$ cat config.mk
export PLATFORM = sky130hd
export DESIGN_NAME = bcd4digit_to_bin_flat
export DESIGN_NICKNAME = d
export VERILOG_FILES = /design/src/rtl/bcd4digit_to_bin_if.sv /design/src/rtl/bcd4digit_to_bin.sv /design/src/flat_wrapper.sv
export SDC_FILE = /design/constraint.sdc
export NUM_CORES = 1
export LEC_CHECK = 0
export BUFFER_PORTS_ARGS = -buffer_cell sky130_fd_sc_hd__buf_4
export CAP_MARGIN = 10
export CORE_MARGIN = 4
export CORE_UTILIZATION = 45
export CTS_CLUSTER_DIAMETER = 120
export DETAILED_ROUTE_END_ITERATION = 10
export SLEW_MARGIN = 10
export SYNTH_ARGS = -nofsm -noshare
export SYNTH_HDL_FRONTEND = slang
export SYNTH_SLANG_ARGS = --single-unit
$ cat constraint.sdc
create_clock -name clk -period 6.4 [get_ports clk]
set_input_delay 1.28 -clock clk [delete_from_list [all_inputs] [get_ports clk]]
set_output_delay 1.28 -clock clk [all_outputs]
set_load 0.005 [all_outputs]
$ cat src/rtl/bcd4digit_to_bin_if.sv
// Handshake and data bundle for the four-digit BCD to binary converter.
// The requester drives start and the digits; the converter returns busy/done/value/err.
interface bcd4digit_to_bin_if;
    logic        start;
    logic [3:0]  A;
    logic [3:0]  B;
    logic [3:0]  C;
    logic [3:0]  D;
    logic        busy;
    logic        done;
    logic [13:0] value;
    logic        err;

    modport master (output start, A, B, C, D, input busy, done, value, err);
    modport slave  (input start, A, B, C, D, output busy, done, value, err);
endinterface

$ cat src/rtl/bcd4digit_to_bin.sv
// Sequential BCD to binary converter: one multiply-by-10-and-add per clock,
// digits A (thousands) first, result and err published with a one-cycle done.
module bcd4digit_to_bin #(
    parameter bit CHECK_DIGITS = 1'b1
) (
    input  logic               clk,
    input  logic               rst,
    bcd4digit_to_bin_if.slave  bus
);
    typedef enum logic {IDLE, CONV} state_t;

    state_t          state_q, state_d;
    logic [1:0]      step_q, step_d;
    logic [13:0]     acc_q, acc_d;
    logic [13:0]     value_q, value_d;
    logic [3:0][3:0] dig_q, dig_d;
    logic            busy_q, busy_d;
    logic            done_q, done_d;
    logic            err_q, err_d;
    logic [13:0]     acc_step;
    logic            bad_digit;

    // dig_q[0] holds A so the step counter indexes digits in conversion order
    assign acc_step = (acc_q << 3) + (acc_q << 1) + {10'd0, dig_q[step_q]};

    always_comb begin
        bad_digit = 1'b0;
        for (int i = 0; i < 4; i++) begin
            if (dig_q[i] > 4'd9) bad_digit = 1'b1;
        end
    end

    always_comb begin
        state_d = state_q;
        step_d  = step_q;
        acc_d   = acc_q;
        value_d = value_q;
        dig_d   = dig_q;
        busy_d  = busy_q;
        done_d  = 1'b0;
        err_d   = err_q;
        case (state_q)
            IDLE: begin
                if (bus.start) begin
                    dig_d   = {bus.D, bus.C, bus.B, bus.A};
                    acc_d   = 14'd0;
                    step_d  = 2'd0;
                    busy_d  = 1'b1;
                    state_d = CONV;
                end
            end
            CONV: begin
                acc_d  = acc_step;
                step_d = step_q + 2'd1;
                if (step_q == 2'd3) begin
                    value_d = acc_step;
                    err_d   = CHECK_DIGITS ? bad_digit : 1'b0;
                    done_d  = 1'b1;
                    busy_d  = 1'b0;
                    state_d = IDLE;
                end
            end
        endcase
    end

    always_ff @(posedge clk or negedge rst) begin
        if (!rst) begin
            state_q <= IDLE;
            step_q  <= 2'd0;
            acc_q   <= 14'd0;
            value_q <= 14'd0;
            dig_q   <= '0;
            busy_q  <= 1'b0;
            done_q  <= 1'b0;
            err_q   <= 1'b0;
        end else begin
            state_q <= state_d;
            step_q  <= step_d;
            acc_q   <= acc_d;
            value_q <= value_d;
            dig_q   <= dig_d;
            busy_q  <= busy_d;
            done_q  <= done_d;
            err_q   <= err_d;
        end
    end

    assign bus.busy  = busy_q;
    assign bus.done  = done_q;
    assign bus.value = value_q;
    assign bus.err   = err_q;
endmodule

$ cat src/flat_wrapper.sv
// flat-port wrapper written by rule: the top's interface ports become plain ports
module bcd4digit_to_bin_flat 
#(
    parameter bit CHECK_DIGITS = 1'b1
)
  (clk, rst, bus_start, bus_A, bus_B, bus_C, bus_D, bus_busy, bus_done, bus_value, bus_err);
  bcd4digit_to_bin_if bus_i ();
  input  logic clk;
  input  logic rst;
  input wire logic [$bits(bus_i.start)-1:0] bus_start;
  input wire logic [$bits(bus_i.A)-1:0] bus_A;
  input wire logic [$bits(bus_i.B)-1:0] bus_B;
  input wire logic [$bits(bus_i.C)-1:0] bus_C;
  input wire logic [$bits(bus_i.D)-1:0] bus_D;
  output wire logic [$bits(bus_i.busy)-1:0] bus_busy;
  output wire logic [$bits(bus_i.done)-1:0] bus_done;
  output wire logic [$bits(bus_i.value)-1:0] bus_value;
  output wire logic [$bits(bus_i.err)-1:0] bus_err;
  assign bus_i.start = bus_start;
  assign bus_i.A = bus_A;
  assign bus_i.B = bus_B;
  assign bus_i.C = bus_C;
  assign bus_i.D = bus_D;
  assign bus_busy = bus_i.busy;
  assign bus_done = bus_i.done;
  assign bus_value = bus_i.value;
  assign bus_err = bus_i.err;
  bcd4digit_to_bin #(.CHECK_DIGITS(CHECK_DIGITS)) u_core (.clk(clk), .rst(rst), .bus(bus_i));
endmodule
Word level (Yosys, flattened, before mapping)
Index checks and enable logic that the tools add are counted.
Widths: inputs -> output; s select.
{"block": "totals", "reg_bits": 49, "output_inout_bits": 17}
{"block": "op_classes", "n_lt_le_gt_ge": 5, "n_mux": 18, "n_reduce_logical": 3, "n_eq_ne": 3, "n_addsub": 3, "bitwise_logic": 1}
{"operator": "$pmux 13 s2", "n": 1}
{"operator": "$gt 4x4->1 const B", "n": 4}
{"operator": "$add 14x14->14", "n": 1}
{"operator": "$add 14x4->14", "n": 1}
{"operator": "$mux 13", "n": 1}
{"operator": "$mux 1", "n": 10}
{"operator": "$bmux 4 s2", "n": 1}
{"operator": "$reduce_and 2->1", "n": 3}
{"operator": "$mux 4", "n": 1}
{"operator": "$ne 2x2->1 const B", "n": 2}
{"operator": "$pmux 1 s2", "n": 2}
{"operator": "$pmux 2 s2", "n": 1}
{"operator": "$lt 2x3->1 const B", "n": 1}
{"operator": "$add 2x1->2 const B", "n": 1}
{"operator": "$eq 2x2->1 const B", "n": 1}
{"operator": "$mux 2", "n": 1}
{"operator": "$not 1->1", "n": 1}

Depth between registers and ports, before layout
Gate-level depths: netlist (run 1).
{"block": "depth", "word_depth": 5, "depth_mapped": 10, "mapped_depth_nobuf": 9}

Least setup slack after synthesis (run 1)
OpenSTA, ideal clock, no wires.
{"block": "synth_path", "path_kind": "register -> register", "startpoint": "reg u_core.step_q[0]", "endpoint": "reg u_core.acc_q[12]", "synth_period_minus_slack_ns": 3.129, "arrival_ns": 3.005, "required_time_ns": 6.276, "stages_incl_launch_ff": 10, "path_slack_ns": 3.271, "setup_ns": 0.124, "n_path_buf": 1, "path_cell_list": "dfrtp_1 > clkbuf_1 > mux4_2 > fa_1 > fa_1 > a21oi_2 > o21ai_2 > o31ai_4 > nor4_1 > a211o_1"}
{"block": "synth_via", "elab_chain_cells": 4}
{"element": "start, declared", "line": "bcd4digit_to_bin.sv:13", "text": "logic [1:0] step_q, step_d;"}
{"element": "start signal, assigned", "line": "bcd4digit_to_bin.sv:78", "text": "step_q <= step_d;"}
{"element": "$bmux 4 s2", "line": "bcd4digit_to_bin.sv:24", "text": "assign acc_step = (acc_q << 3) + (acc_q << 1) + {10'd0, dig_q[step_q]};"}
{"element": "$mux 4 (implied by the code)", "line": "bcd4digit_to_bin.sv:24"}
{"element": "$add 14x4->14", "line": "bcd4digit_to_bin.sv:24"}
{"element": "$pmux 13 s2", "line": "bcd4digit_to_bin.sv:42", "text": "case (state_q)"}
{"element": "end signal, assigned", "line": "bcd4digit_to_bin.sv:70", "text": "acc_q <= 14'd0;"}
{"element": "end signal, assigned", "line": "bcd4digit_to_bin.sv:79", "text": "acc_q <= acc_d;"}
{"element": "end, declared", "line": "bcd4digit_to_bin.sv:14", "text": "logic [13:0] acc_q, acc_d;"}
No other way between the ends. The select of a mux whose other input is x is not followed.
A chain may end at the register's enable or synchronous reset.

Final worst setup path (run 1)
Ends and elaborated chain as after synthesis.

==> results by stage, run 1 <==
Critical path:
- The worst-case reg-to-reg path depth is 8.
- The largest fanout of any net on the critical path is 9.
- The worst register-to-register path begins at u_core.step_q[0]$_DFFE_PN0P_.
- The end of the worst register-to-register path is u_core.acc_q[12]$_DFFE_PN0P_.
- Data arrives at the worst endpoint at 3.38 ns.
- The element type at the critical path end is a register.
- Data on the critical path is required at its endpoint by 6.61 ns.
- The reg-to-reg setup timing slack is 3.23 ns.
- The most critical setup path has its endpoint at u_core.acc_q[12]$_DFFE_PN0P_.
- The critical path start-end classification is register to register.
- The startpoint type of the worst setup path is a register.
- The timing startpoint of the critical path is u_core.step_q[0]$_DFFE_PN0P_.

Clocking:
- Counting along the longest clock path gives a buffer depth of 2.
- After clock tree synthesis, the clock-pin slew on the worst setup and hold paths is 0.10 ns.
- Hold repair after CTS inserted 0 buffers.
- The total clock buffers created by CTS is 5.
- The master cell of the clock root buffer is sky130_fd_sc_hd__clkbuf_8.
- The post-CTS setup buffer count is 0.
- The number of H-tree branching levels is 2.
- Clock tree synthesis found a total of 49 sinks.
- The number of gates resized after CTS was 0.
- TritonCTS built the clock tree.
- The insertion delay to the later sink of the worst-skew pair is 0.31 ns.

Yosys:
- A synthesized cell averages 10.9 µm².
- The sequential cell area fraction in the yosys report is 0.436.
- The number of different library cells used by synthesis comes to 50.
- The synthesized design contains 0 enable-type register cells.
- The most used flip-flop cell after synthesis is sky130_fd_sc_hd__dfrtp_1.
- The synthesized design spends more area on one cell type than any other, namely sky130_fd_sc_hd__dfrtp_1.
- The register bit total from synthesis is 49.
- The top-area cell type share of the netlist area is 0.436.
- The Yosys step of the flow raised 0 warnings.
- In the synthesized netlist, the number of instances is 257.
- By area the synthesized netlist is led by sky130_fd_sc_hd__dfrtp_1 44%, sky130_fd_sc_hd__ha_1 10%, sky130_fd_sc_hd__mux2_2 7.6%.
- In the synthesized netlist the async set-or-reset flop fraction comes to 1.00.
- Synthesis produced a netlist with a net count of 301.
- The post-synth design cell area is 2810 µm².

Cells and area:
- Of the cells placed in the final design, the portion with a size suffix greater than 1 is 0.264.
- The area used by multi-input combinational logic is 1490 µm².
- The filler cells instantiated in the layout total 551.
- The diode insertion count for antenna repair is 0.
- Relative to the synthesized area, the layout overhead comes to 13.4%.
- The number of nets in the layout is 331.
- In the final layout, flip-flops and latches occupy 1230 µm².
- The library cells used most frequently in the layout, excluding fill and tap cells, are 49 x sky130_fd_sc_hd__dfrtp_1, 37 x sky130_fd_sc_hd__buf_4, 35 x sky130_fd_sc_hd__nand2_1, 23 x sky130_fd_sc_hd__ha_1, 19 x sky130_fd_sc_hd__mux2_2.
- After routing the design area is 3190 µm².
- Leaving out fill and tap cells, the most frequent cell in the layout is sky130_fd_sc_hd__dfrtp_1.

Placement:
- The quantity of I/O buffers inserted on ports is 35.
- The routability congestion estimate is 0.829.
- After detailed placement, the total cell area comes to 3100 µm².
- The HPWL reported at the end of detailed placement is 4.47 mm.

Die:
- In this run the horizontal extent of the chip is 87.0 µm.
- The cell row count is 28.
- For this configuration, the core starts out at a cell density of 0.469.
- The total core area is 5990 µm².
- The top-level I/O count is 36.
- The die span in y is 87.0 µm.
- The die covers 7580 µm².

Timing:
- At the pin with the least slew margin, the transition time is 1.11 ns.
- The number of failing hold endpoints at the final stage is 0.
- Setup violations remaining at the end of the flow were counted as 0.
- In the finished design, the share of the clock period the worst path needs comes to 0.495.
- The final critical path time including I/O delays and setup is 3.17 ns.
- Setup repair after global routing left no endpoint under its margin.
- The number of pins exceeding their max-slew limit in the final report is 0.
- Headroom to the max-slew limit came out at 0.259.
- Setup total negative slack on the finished layout was measured at 0 ns.
- On the final layout, the worst clock skew is 0.0148 ns.
- The maximum operating frequency is 0.316 GHz.

Global route:
- The number of global-route vias before repair was 2,198.
- Entering global routing, the biggest net connects 50 pins.
- The total track usage is 0.182.
- The number of antenna violations at the first check in global routing is 0.
- The first global-routing pass estimated 10.8 mm of wire.
- The residual overflow from global routing is 0.

Routing:
- The first TritonRoute pass finished after 4 iterations.
- For this block, the via count after detailed routing is 2,136.
- The count of nets left with antenna violations once routing finished came out at 0.
- For this block, the routed nets add up to 6.20 mm of wire.
- For this run, design rule violations remaining after detail routing come to 0.
- The violation count after the first detailed-route iteration is 161.
- The average detailed-routed wire length per instance is 17.1 µm.
- The average vias per placed instance is 5.88.

Outcome:
- The run finished with clean final reports.

Run:
- Max-cap violations in this run came to 0.

Min path:
- The class of the most critical hold timing path is register to register.
==> cell type report <==
type,count,area share
clock inverters,1,0.00235
flip-flops and latches,49,0.385
well taps,75,0.0294
repair buffers,37,0.0871
clock buffers,7,0.0239
inverters,4,0.00471
multi-input cells,190,0.468
==> stage by stage <==
step / std cells / util / setup WS (ns) / hold WS [ns]
global placement: 355 / 0.518 / 3.26 / 0.464
finish: 363 / 0.532 / 3.23 / 0.484
detailed placement: 355 / 0.518 / 3.20 / 0.465
global route: 363 / 0.532 / 3.02 / 0.513
CTS: 363 / 0.532 / 3.20 / 0.487
floorplan: 257 / - / 3.27 / 0.470
==> cell usage after synthesis, types with 2 or more instances <==
cell                       count
sky130_fd_sc_hd__a22o_1        8
sky130_fd_sc_hd__a211oi_1      4
sky130_fd_sc_hd__fa_1          2
sky130_fd_sc_hd__nand3_1       5
sky130_fd_sc_hd__or3_1         2
sky130_fd_sc_hd__o21ai_1       3
sky130_fd_sc_hd__nor3_1        5
sky130_fd_sc_hd__ha_1         23
sky130_fd_sc_hd__a21o_1        2
sky130_fd_sc_hd__buf_2         6
sky130_fd_sc_hd__o21a_1        2
sky130_fd_sc_hd__nand2_1      35
sky130_fd_sc_hd__dfrtp_1      49
sky130_fd_sc_hd__or4_1         3
sky130_fd_sc_hd__a21oi_2       4
sky130_fd_sc_hd__clkbuf_1      4
sky130_fd_sc_hd__o21ai_0      13
sky130_fd_sc_hd__and3_1        3
sky130_fd_sc_hd__inv_1         3
sky130_fd_sc_hd__nand4_1       7
sky130_fd_sc_hd__nor2_1       14
sky130_fd_sc_hd__buf_6         2
sky130_fd_sc_hd__mux2_2       19
sky130_fd_sc_hd__a21oi_1       5
sky130_fd_sc_hd__xnor2_1       5
sky130_fd_sc_hd__nor4b_1       2
sky130_fd_sc_hd__mux4_2        4
==> critical path, stage by stage (launching register included) <==
cell                      delay [ns]
sky130_fd_sc_hd__dfrtp_1        0.53
sky130_fd_sc_hd__mux4_2         0.56
sky130_fd_sc_hd__fa_1           0.50
sky130_fd_sc_hd__fa_1           0.49
sky130_fd_sc_hd__a21oi_2        0.20
sky130_fd_sc_hd__o21ai_2        0.10
sky130_fd_sc_hd__o31ai_4        0.34
sky130_fd_sc_hd__nor4_1         0.09
sky130_fd_sc_hd__a211o_1        0.28
==> state kept, by name, indices dropped and copies added, names as in the netlist <==
name              count
u_core.dig_q         16
u_core.bus.value     14
u_core.bus.err        1
u_core.bus.busy       1
u_core.acc_q         13
u_core.bus.done       1
u_core.step_q         2
u_core.state_q        1
==> metal layers <==
metal | GRT usage | vias up | wire length [µm]
li1 | - | 1009 | -
met1 | 0.238 | 1058 | 2780
met2 | 0.304 | 59 | 3020
met3 | 0.0312 | 10 | 299
met4 | 0.0609 | 0 | 102
met5 | 0 | - | 0
==> how the worst min path moves through the flow <==
stage                                         start                         endpoint  slack (ns)  cells past startpoint
detailed placement  u_core.bus.value[5]$_DFFE_PN0P_  u_core.bus.value[5]$_DFFE_PN0P_        0.46                      2
finish              u_core.bus.value[3]$_DFFE_PN0P_  u_core.bus.value[3]$_DFFE_PN0P_        0.48                      2
global placement    u_core.bus.value[1]$_DFFE_PN0P_  u_core.bus.value[1]$_DFFE_PN0P_        0.46                      2
floorplan           u_core.bus.value[0]$_DFFE_PN0P_  u_core.bus.value[0]$_DFFE_PN0P_        0.47                      2
CTS                 u_core.bus.value[5]$_DFFE_PN0P_  u_core.bus.value[5]$_DFFE_PN0P_        0.49                      2
global route        u_core.bus.value[0]$_DFFE_PN0P_  u_core.bus.value[0]$_DFFE_PN0P_        0.51                      2
==> logic make-up (layout without fill, tap and decap cells) <==
logic type / Yosys count / in the layout / share of synthesized area
and+or+nand+nor: 80 / 80 / 0.135
AOI/OAI and AO/OA: 56 / 56 / 0.152
DFF: 49 / 49 / 0.436
adders and majority gates: 25 / 25 / 0.117
muxes: 23 / 23 / 0.108
buffers and inverters: 18 / 49 / 0.0334
xor gates and xnor gates: 6 / 6 / 0.0187
Power of run 1 is not shown: default switching activity piles up to over one toggle a cycle in this logic, so the estimate is an artifact.
==> run 2: changes to the inputs <==
Clock period 6.4 ns to 3.14 ns, I/O delays scaled along.
==> run 2 against run 1 <==
Compared with the run above: die area unchanged; worst hold slack worse by 0.15 ns; non-clock buffer count up 6; global-route usage down 0.27 points; fmax up 7.6%; critical path type unchanged; critical endpoint is now u_core.bus.value[10]$_DFFE_PN0P_.
==> results by stage, run 2 (synthesis results as in run 1) <==
Die:
- The die span in y was 87.0 µm (unchanged).
- The top-level I/O count was 36 (unchanged).
- The area of the die was 7580 µm² (unchanged).
- The cell row count is 28 (unchanged).
- The overall die width is 87.0 µm (unchanged).
- The initial core utilization is 0.469 (unchanged).
- The total core area is 5990 µm² (unchanged).

Routing:
- The antenna violation net count after detailed routing was 0 (unchanged).
- The number of iterations in the first detailed-routing pass is 4 (unchanged).
- The average vias per placed instance is 5.64 (-4.2%).
- The count of vias placed by the detailed router is 2,080 (-2.6%).
- The routed wire length came to 6.10 mm (-1.6%).
- The final routed DRC violation total is 0 (unchanged).
- The average detailed-routed wire length per instance is 16.5 µm (-3.2%).
- The violation count after the first detailed-route iteration was 97 (-40%).

Critical path:
- The data required time of the worst path is 3.34 ns (-3.27 ns).
- The cell type with the highest occurrence count on the critical path is sky130_fd_sc_hd__fa_1.
- The data arrival time of the critical path is 3.14 ns (-0.24 ns).
- The setup path with the least slack is of type register to register.
- STA classifies the critical path startpoint as a register.
- Walking the worst path, the cells encountered are mux4_2 > fa_1 > fa_1 > a21oi_2 > o21ai_2 > o31ai_4 > buf_4 > nand4_1 > o311ai_0.
- Among cell families on the critical path, the largest total delay comes from adder cells.
- The number of buffer and inverter stages on the critical path is 1 (+1).
- The worst stage delay on the critical path is 0.52 ns (-0.04 ns).
- The largest fanout of any net on the critical path came to 7 (-2).
- The element type at the critical path end is a register.
- The standard cell with the maximum stage delay on the critical path is sky130_fd_sc_hd__mux4_2.

Clocking:
- The number of buffers added to fix hold violations after cts was 0 (unchanged).
- The insertion delay to the later sink of the worst-skew pair came to 0.30 ns (about the same).
- The maximum root-to-sink buffer count is 2 (unchanged).
- The number of clock sinks is 49 (unchanged).
- The number of H-tree branching levels came to 2 (unchanged).
- The TritonCTS clock tree is yes.
- The total clock buffers created by CTS is 5 (unchanged).
- The clock transition at the registers of the reported paths was 0.09 ns (about the same).
- The master cell of the clock root buffer is sky130_fd_sc_hd__clkbuf_8.

Global route:
- The total track usage was 0.179 (-0.00267).
- The residual overflow from global routing is 0 (unchanged).
- The number of antenna violations at the first check in global routing was 0 (unchanged).
- The wire length of the first global-routing pass was 10.5 mm (-2.2%).
- The pin count of the biggest net entering global routing is 50 (unchanged).
- The number of global-route vias before repair is 2,138 (-2.7%).

Cells and area:
- The diode insertion count for antenna repair is 0 (unchanged).
- The most common library cell in the layout ignoring fill and taps is sky130_fd_sc_hd__dfrtp_1.
- In the layout the commonest cells are 48 x sky130_fd_sc_hd__dfrtp_1, 43 x sky130_fd_sc_hd__buf_4, 35 x sky130_fd_sc_hd__nand2_1, 23 x sky130_fd_sc_hd__ha_1, 19 x sky130_fd_sc_hd__mux2_2.
- The number of nets in the layout was 337 (+1.8%).
- The area used by multi-input combinational logic is 1490 µm² (unchanged).
- The register ranked first by flip-flop count is u_core.dig_q.
- The area of all sequential standard cells came to 1230 µm² (+0.10%).
- From synthesis to final layout, the design area changed by 15.0%.
- The fill cell total of the finished layout came to 537 (-2.5%).
- The share of cells above drive strength 1 came to 0.282 (+0.0184).
- The flip-flop count of the largest register after layout was 16 (unchanged).
- The area of all placed cells without fillers was 3230 µm² (+1.5%).

Placement:
- The total placed instance area is 3130 µm² (+0.97%).
- The routability congestion estimate came to 0.839 (+1.2%).
- The quantity of I/O buffers inserted on ports is 35 (unchanged).
- The HPWL reported at the end of detailed placement is 4.46 mm (-0.25%).

Timing:
- The setup clock skew after layout was 0.00556 ns (-0.00926 ns).
- The final clock period utilization by the worst path was 0.938 (+0.443).
- The final count of negative-setup-slack endpoints is 0 (unchanged).
- The worst slew slack as a fraction of its limit came to 0.589 (+0.330).
- The maximum operating frequency is 0.340 GHz (+7.6%).
- The number of failing hold endpoints at the final stage is 0 (unchanged).
- The final critical path time including I/O delays and setup is 2.95 ns (-0.223 ns).
- The measured slew at the worst slew-check pin is 0.617 ns (-0.491 ns).
- The number of pins exceeding their max-slew limit in the final report is 0 (unchanged).
- Setup repair after global routing left no endpoint under its margin.
- The summed negative setup slack over all endpoints came to 0 ns (unchanged).

Min path:
- The class of the most critical hold timing path is input pin to async pin.

Run:
- The max-cap violation count is 0 (unchanged).

Outcome:
- The flow ran to the end, and the final reports show no timing, DRC or antenna violations.
-- run 2: changes by cell type in the layout (fill, tap and decap cells not counted), sizes merged --
cell | before | now
buf | 37 | 43
-- run 2: cell type report --
type,count,share of cell area
clock buffer,7,0.0236
clock inverter,1,0.00232
inverter,4,0.00464
multi-input combinational,190,0.461
sequential,49,0.379
tap,75,0.0290
timing repair buffer,43,0.0998
-- run 2: timing repair --
item | 4_1_cts | 5_1_grt
buffers inserted | 0 | 2
resized for setup | 0 | 1
endpoints found under the hold margin | 0 | 0
endpoints found under the setup margin | 0 | 6
-- run 2: worst paths after layout --
path                       depth (start not counted)  slack [ns]                       startpoint                               end
setup / recovery                                   9        0.19     u_core.step_q[0]$_DFFE_PN0P_  u_core.bus.value[10]$_DFFE_PN0P_
hold / removal                                     1        0.33                              rst   u_core.bus.value[2]$_DFFE_PN0P_
setup reg to reg                                   9        0.19     u_core.step_q[0]$_DFFE_PN0P_  u_core.bus.value[10]$_DFFE_PN0P_
hold reg to reg                                    2        0.48  u_core.bus.value[2]$_DFFE_PN0P_   u_core.bus.value[2]$_DFFE_PN0P_
max in group asynchronous                          1        2.36                              rst      u_core.step_q[0]$_DFFE_PN0P_
min in group clk                                   2        0.48  u_core.bus.value[2]$_DFFE_PN0P_   u_core.bus.value[2]$_DFFE_PN0P_
-- run 2: metrics by stage --
| stage | util | std cells | setup WS [ns] | hold slack, ns |
|---|---|---|---|---|
| floorplan | - | 257 | 0.0114 | 0.332 |
| global placement | 0.523 | 359 | 0.131 | 0.461 |
| detailed placement | 0.523 | 359 | 0.0635 | 0.465 |
| CTS | 0.537 | 367 | 0.0611 | 0.364 |
| global route | 0.540 | 369 | 0.0227 | 0.379 |
| finish | 0.540 | 369 | 0.195 | 0.332 |
-- run 2: worst reg2reg max path, delay by kind of cell, from the launching register on --
family / cells / cell delay (ns)
compound gates: 4 / 0.62
fa+ha+maj: 2 / 1.00
buf+inv: 1 / 0.18
flops: 1 / 0.43
mux: 1 / 0.52
simple gates: 1 / 0.09
-- run 2: per-layer routing --
layer,vias to the layer above,share of wire,GRT usage
met5,-,0,0
li1,1019,-,-
met2,40,0.49,0.297
met4,0,0.011,0.0453
met3,6,0.039,0.0416
met1,1015,0.46,0.236
Power of run 2 is left out for the same reason.
==> run 3: changes to the inputs <==
Settings changed: CTS_BUF_LIST from default to sky130_fd_sc_hd__clkbuf_8 sky130_fd_sc_hd__clkbuf_16.
==> run 3 against run 2 <==
Compared with the run above: setup slack better by 0.0010 ns; die area is the same; critical endpoint unchanged; non-clock buffer count unchanged; design area unchanged; worst hold slack barely moved; global-route usage stayed put.
==> results by stage, run 3 (synthesis results as in run 1) <==
Die:
- The top-level I/O count came to 36 (unchanged).
- The cell row count was 28 (unchanged).
- The die span in y came to 87.0 µm (unchanged).
- The total core area is 5990 µm² (unchanged).
- The initial core utilization is 0.469 (unchanged).
- The area of the die is 7580 µm² (unchanged).
- The overall die width is 87.0 µm (unchanged).

Routing:
- The final routed DRC violation total is 0 (unchanged).
- The antenna violation net count after detailed routing was 0 (unchanged).
- The number of iterations in the first detailed-routing pass is 4 (unchanged).
- The routed wire length was 6.10 mm (about the same).
- The average detailed-routed wire length per instance is 16.5 µm (about the same).
- The count of vias placed by the detailed router is 2,080 (unchanged).
- The average vias per placed instance came to 5.64 (unchanged).
- The violation count after the first detailed-route iteration was 94 (-3.1%).

Critical path:
- The worst register-to-register path ends at u_core.bus.value[10]$_DFFE_PN0P_.
- The worst register-to-register path begins at u_core.step_q[0]$_DFFE_PN0P_.
- The largest fanout of any net on the critical path is 7 (unchanged).
- The worst-case reg-to-reg path depth is 9 (unchanged).
- The data required time of the worst path is 3.34 ns (about the same).
- The data arrival time of the critical path is 3.14 ns (about the same).
- The setup path with the least slack is of type register to register.
- The reg-to-reg setup timing slack came to 0.20 ns (about the same).
- The startpoint type of the worst setup path is a register.
- In this run the worst setup path terminates at u_core.bus.value[10]$_DFFE_PN0P_.
- The element type at the critical path end is a register.
- The critical path starts at u_core.step_q[0]$_DFFE_PN0P_.

Cells and area:
- Leaving out fill and tap cells, the most frequent cell in the layout is sky130_fd_sc_hd__dfrtp_1.
- The number of nets in the layout came to 337 (unchanged).
- The share of cells above drive strength 1 is 0.282 (unchanged).
- The diode insertion count for antenna repair is 0 (unchanged).
- The fill cell total of the finished layout was 537 (unchanged).
- Counting flops per register, the top entry is u_core.dig_q.
- The area of all sequential standard cells is 1230 µm² (unchanged).
- In the layout the commonest cells are 48 x sky130_fd_sc_hd__dfrtp_1, 43 x sky130_fd_sc_hd__buf_4, 35 x sky130_fd_sc_hd__nand2_1, 23 x sky130_fd_sc_hd__ha_1, 19 x sky130_fd_sc_hd__mux2_2.
- The area used by multi-input combinational logic is 1490 µm² (unchanged).
- The signed area change from the synthesized netlist to the final layout is 15.0% (unchanged).
- The flip-flop count of the largest register after layout came to 16 (unchanged).

Placement:
- The routability congestion estimate was 0.839 (unchanged).
- The quantity of I/O buffers inserted on ports is 35 (unchanged).
- The HPWL reported at the end of detailed placement is 4.46 mm (unchanged).

Timing:
- The maximum operating frequency was 0.340 GHz (about the same).
- The summed negative setup slack over all endpoints is 0 ns (unchanged).
- The measured slew at the worst slew-check pin is 0.616 ns (-0.000389 ns).
- The setup clock skew after layout is 0.00612 ns (+0.000561 ns).
- The number of pins exceeding their max-slew limit in the final report is 0 (unchanged).
- The number of failing hold endpoints at the final stage is 0 (unchanged).
- The worst slew slack as a fraction of its limit is 0.589 (about the same).
- The final count of negative-setup-slack endpoints is 0 (unchanged).
- Setup repair after global routing left no endpoint under its margin.
- The final critical path time including I/O delays and setup came to 2.94 ns (-0.00101 ns).
- The final clock period utilization by the worst path was 0.938 (about the same).

Clocking:
- The clock transition at the registers of the reported paths came to 0.09 ns (about the same).
- The total clock buffers created by CTS is 5 (unchanged).
- The insertion delay to the later sink of the worst-skew pair came to 0.30 ns (about the same).
- The maximum root-to-sink buffer count was 2 (unchanged).
- The number of clock sinks is 49 (unchanged).
- CTS placed an instance of sky130_fd_sc_hd__clkbuf_8 at the clock tree root.
- The number of H-tree branching levels is 2 (unchanged).
- TritonCTS built the clock tree.

Global route:
- The residual overflow from global routing is 0 (unchanged).
- The pin count of the biggest net entering global routing is 50 (unchanged).
- The wire length of the first global-routing pass came to 10.5 mm (unchanged).
- The number of antenna violations at the first check in global routing came to 0 (unchanged).
- The number of global-route vias before repair is 2,138 (unchanged).
- The total track usage was 0.179 (unchanged).

Outcome:
- The flow ran to the end, and the final reports show no timing, DRC or antenna violations.

Run:
- The max-cap violation count is 0 (unchanged).

Min path:
- The class of the most critical hold timing path is input pin to async pin.
==> run 3: what timing repair did <==
action | in CTS | in global routing
hold buffers | 0 | 0
gates resized for setup | 0 | 1
setup endpoints to repair | 0 | 6
buffers inserted | 0 | 2
==> run 3: layout make-up <==
cell class,instances,share of cell area
repair buffers,43,0.0998
clock inverters,3,0.00464
well taps,75,0.0290
multi-input cells,190,0.461
inverters,4,0.00464
flip-flops and latches,49,0.379
clock buffers,5,0.0213
==> run 3: per-layer routing <==
metal | up-vias | global-route usage | wire [µm]
met5 | - | 0 | 0
met3 | 6 | 0.0416 | 250
met2 | 41 | 0.297 | 2970
li1 | 1019 | - | -
met4 | 0 | 0.0453 | 68
met1 | 1014 | 0.236 | 2810
==> run 3: how the worst min path moves through the flow <==
stage                                          from  cells past startpoint                         endpoint
floorplan                                       rst                      0      u_core.acc_q[0]$_DFFE_PN0P_
global placement    u_core.bus.value[3]$_DFFE_PN0P_                      2  u_core.bus.value[3]$_DFFE_PN0P_
detailed placement  u_core.bus.value[2]$_DFFE_PN0P_                      2  u_core.bus.value[2]$_DFFE_PN0P_
CTS                                             rst                      1  u_core.bus.value[8]$_DFFE_PN0P_
global route                                    rst                      1  u_core.bus.value[5]$_DFFE_PN0P_
finish                                          rst                      1  u_core.bus.value[2]$_DFFE_PN0P_
==> run 3: worst max-delay path, cell delays in order, from the launching register on <==
cell and delay, ns:
sky130_fd_sc_hd__dfrtp_2 0.43, sky130_fd_sc_hd__mux4_2 0.52, sky130_fd_sc_hd__fa_1 0.50, sky130_fd_sc_hd__fa_1 0.50, sky130_fd_sc_hd__a21oi_2 0.20, sky130_fd_sc_hd__o21ai_2 0.10
sky130_fd_sc_hd__o31ai_4 0.20, sky130_fd_sc_hd__buf_4 0.18, sky130_fd_sc_hd__nand4_1 0.09, sky130_fd_sc_hd__o311ai_0 0.11
==> run 3: per-stage QoR <==
step	area [µm²]	util	cells	hold slack, ns	worst slack (ns)
3_5_place_dp	3130	0.523	359	0.465	0.0635
3_3_place_gp	3130	0.523	359	0.461	0.131
5_1_grt	3230	0.540	369	0.379	0.0227
4_1_cts	3220	0.537	367	0.364	0.0611
6_report	3230	0.540	369	0.331	0.196
2_1_floorplan	2810	-	257	0.332	0.0114
Power of run 3 is left out for the same reason.
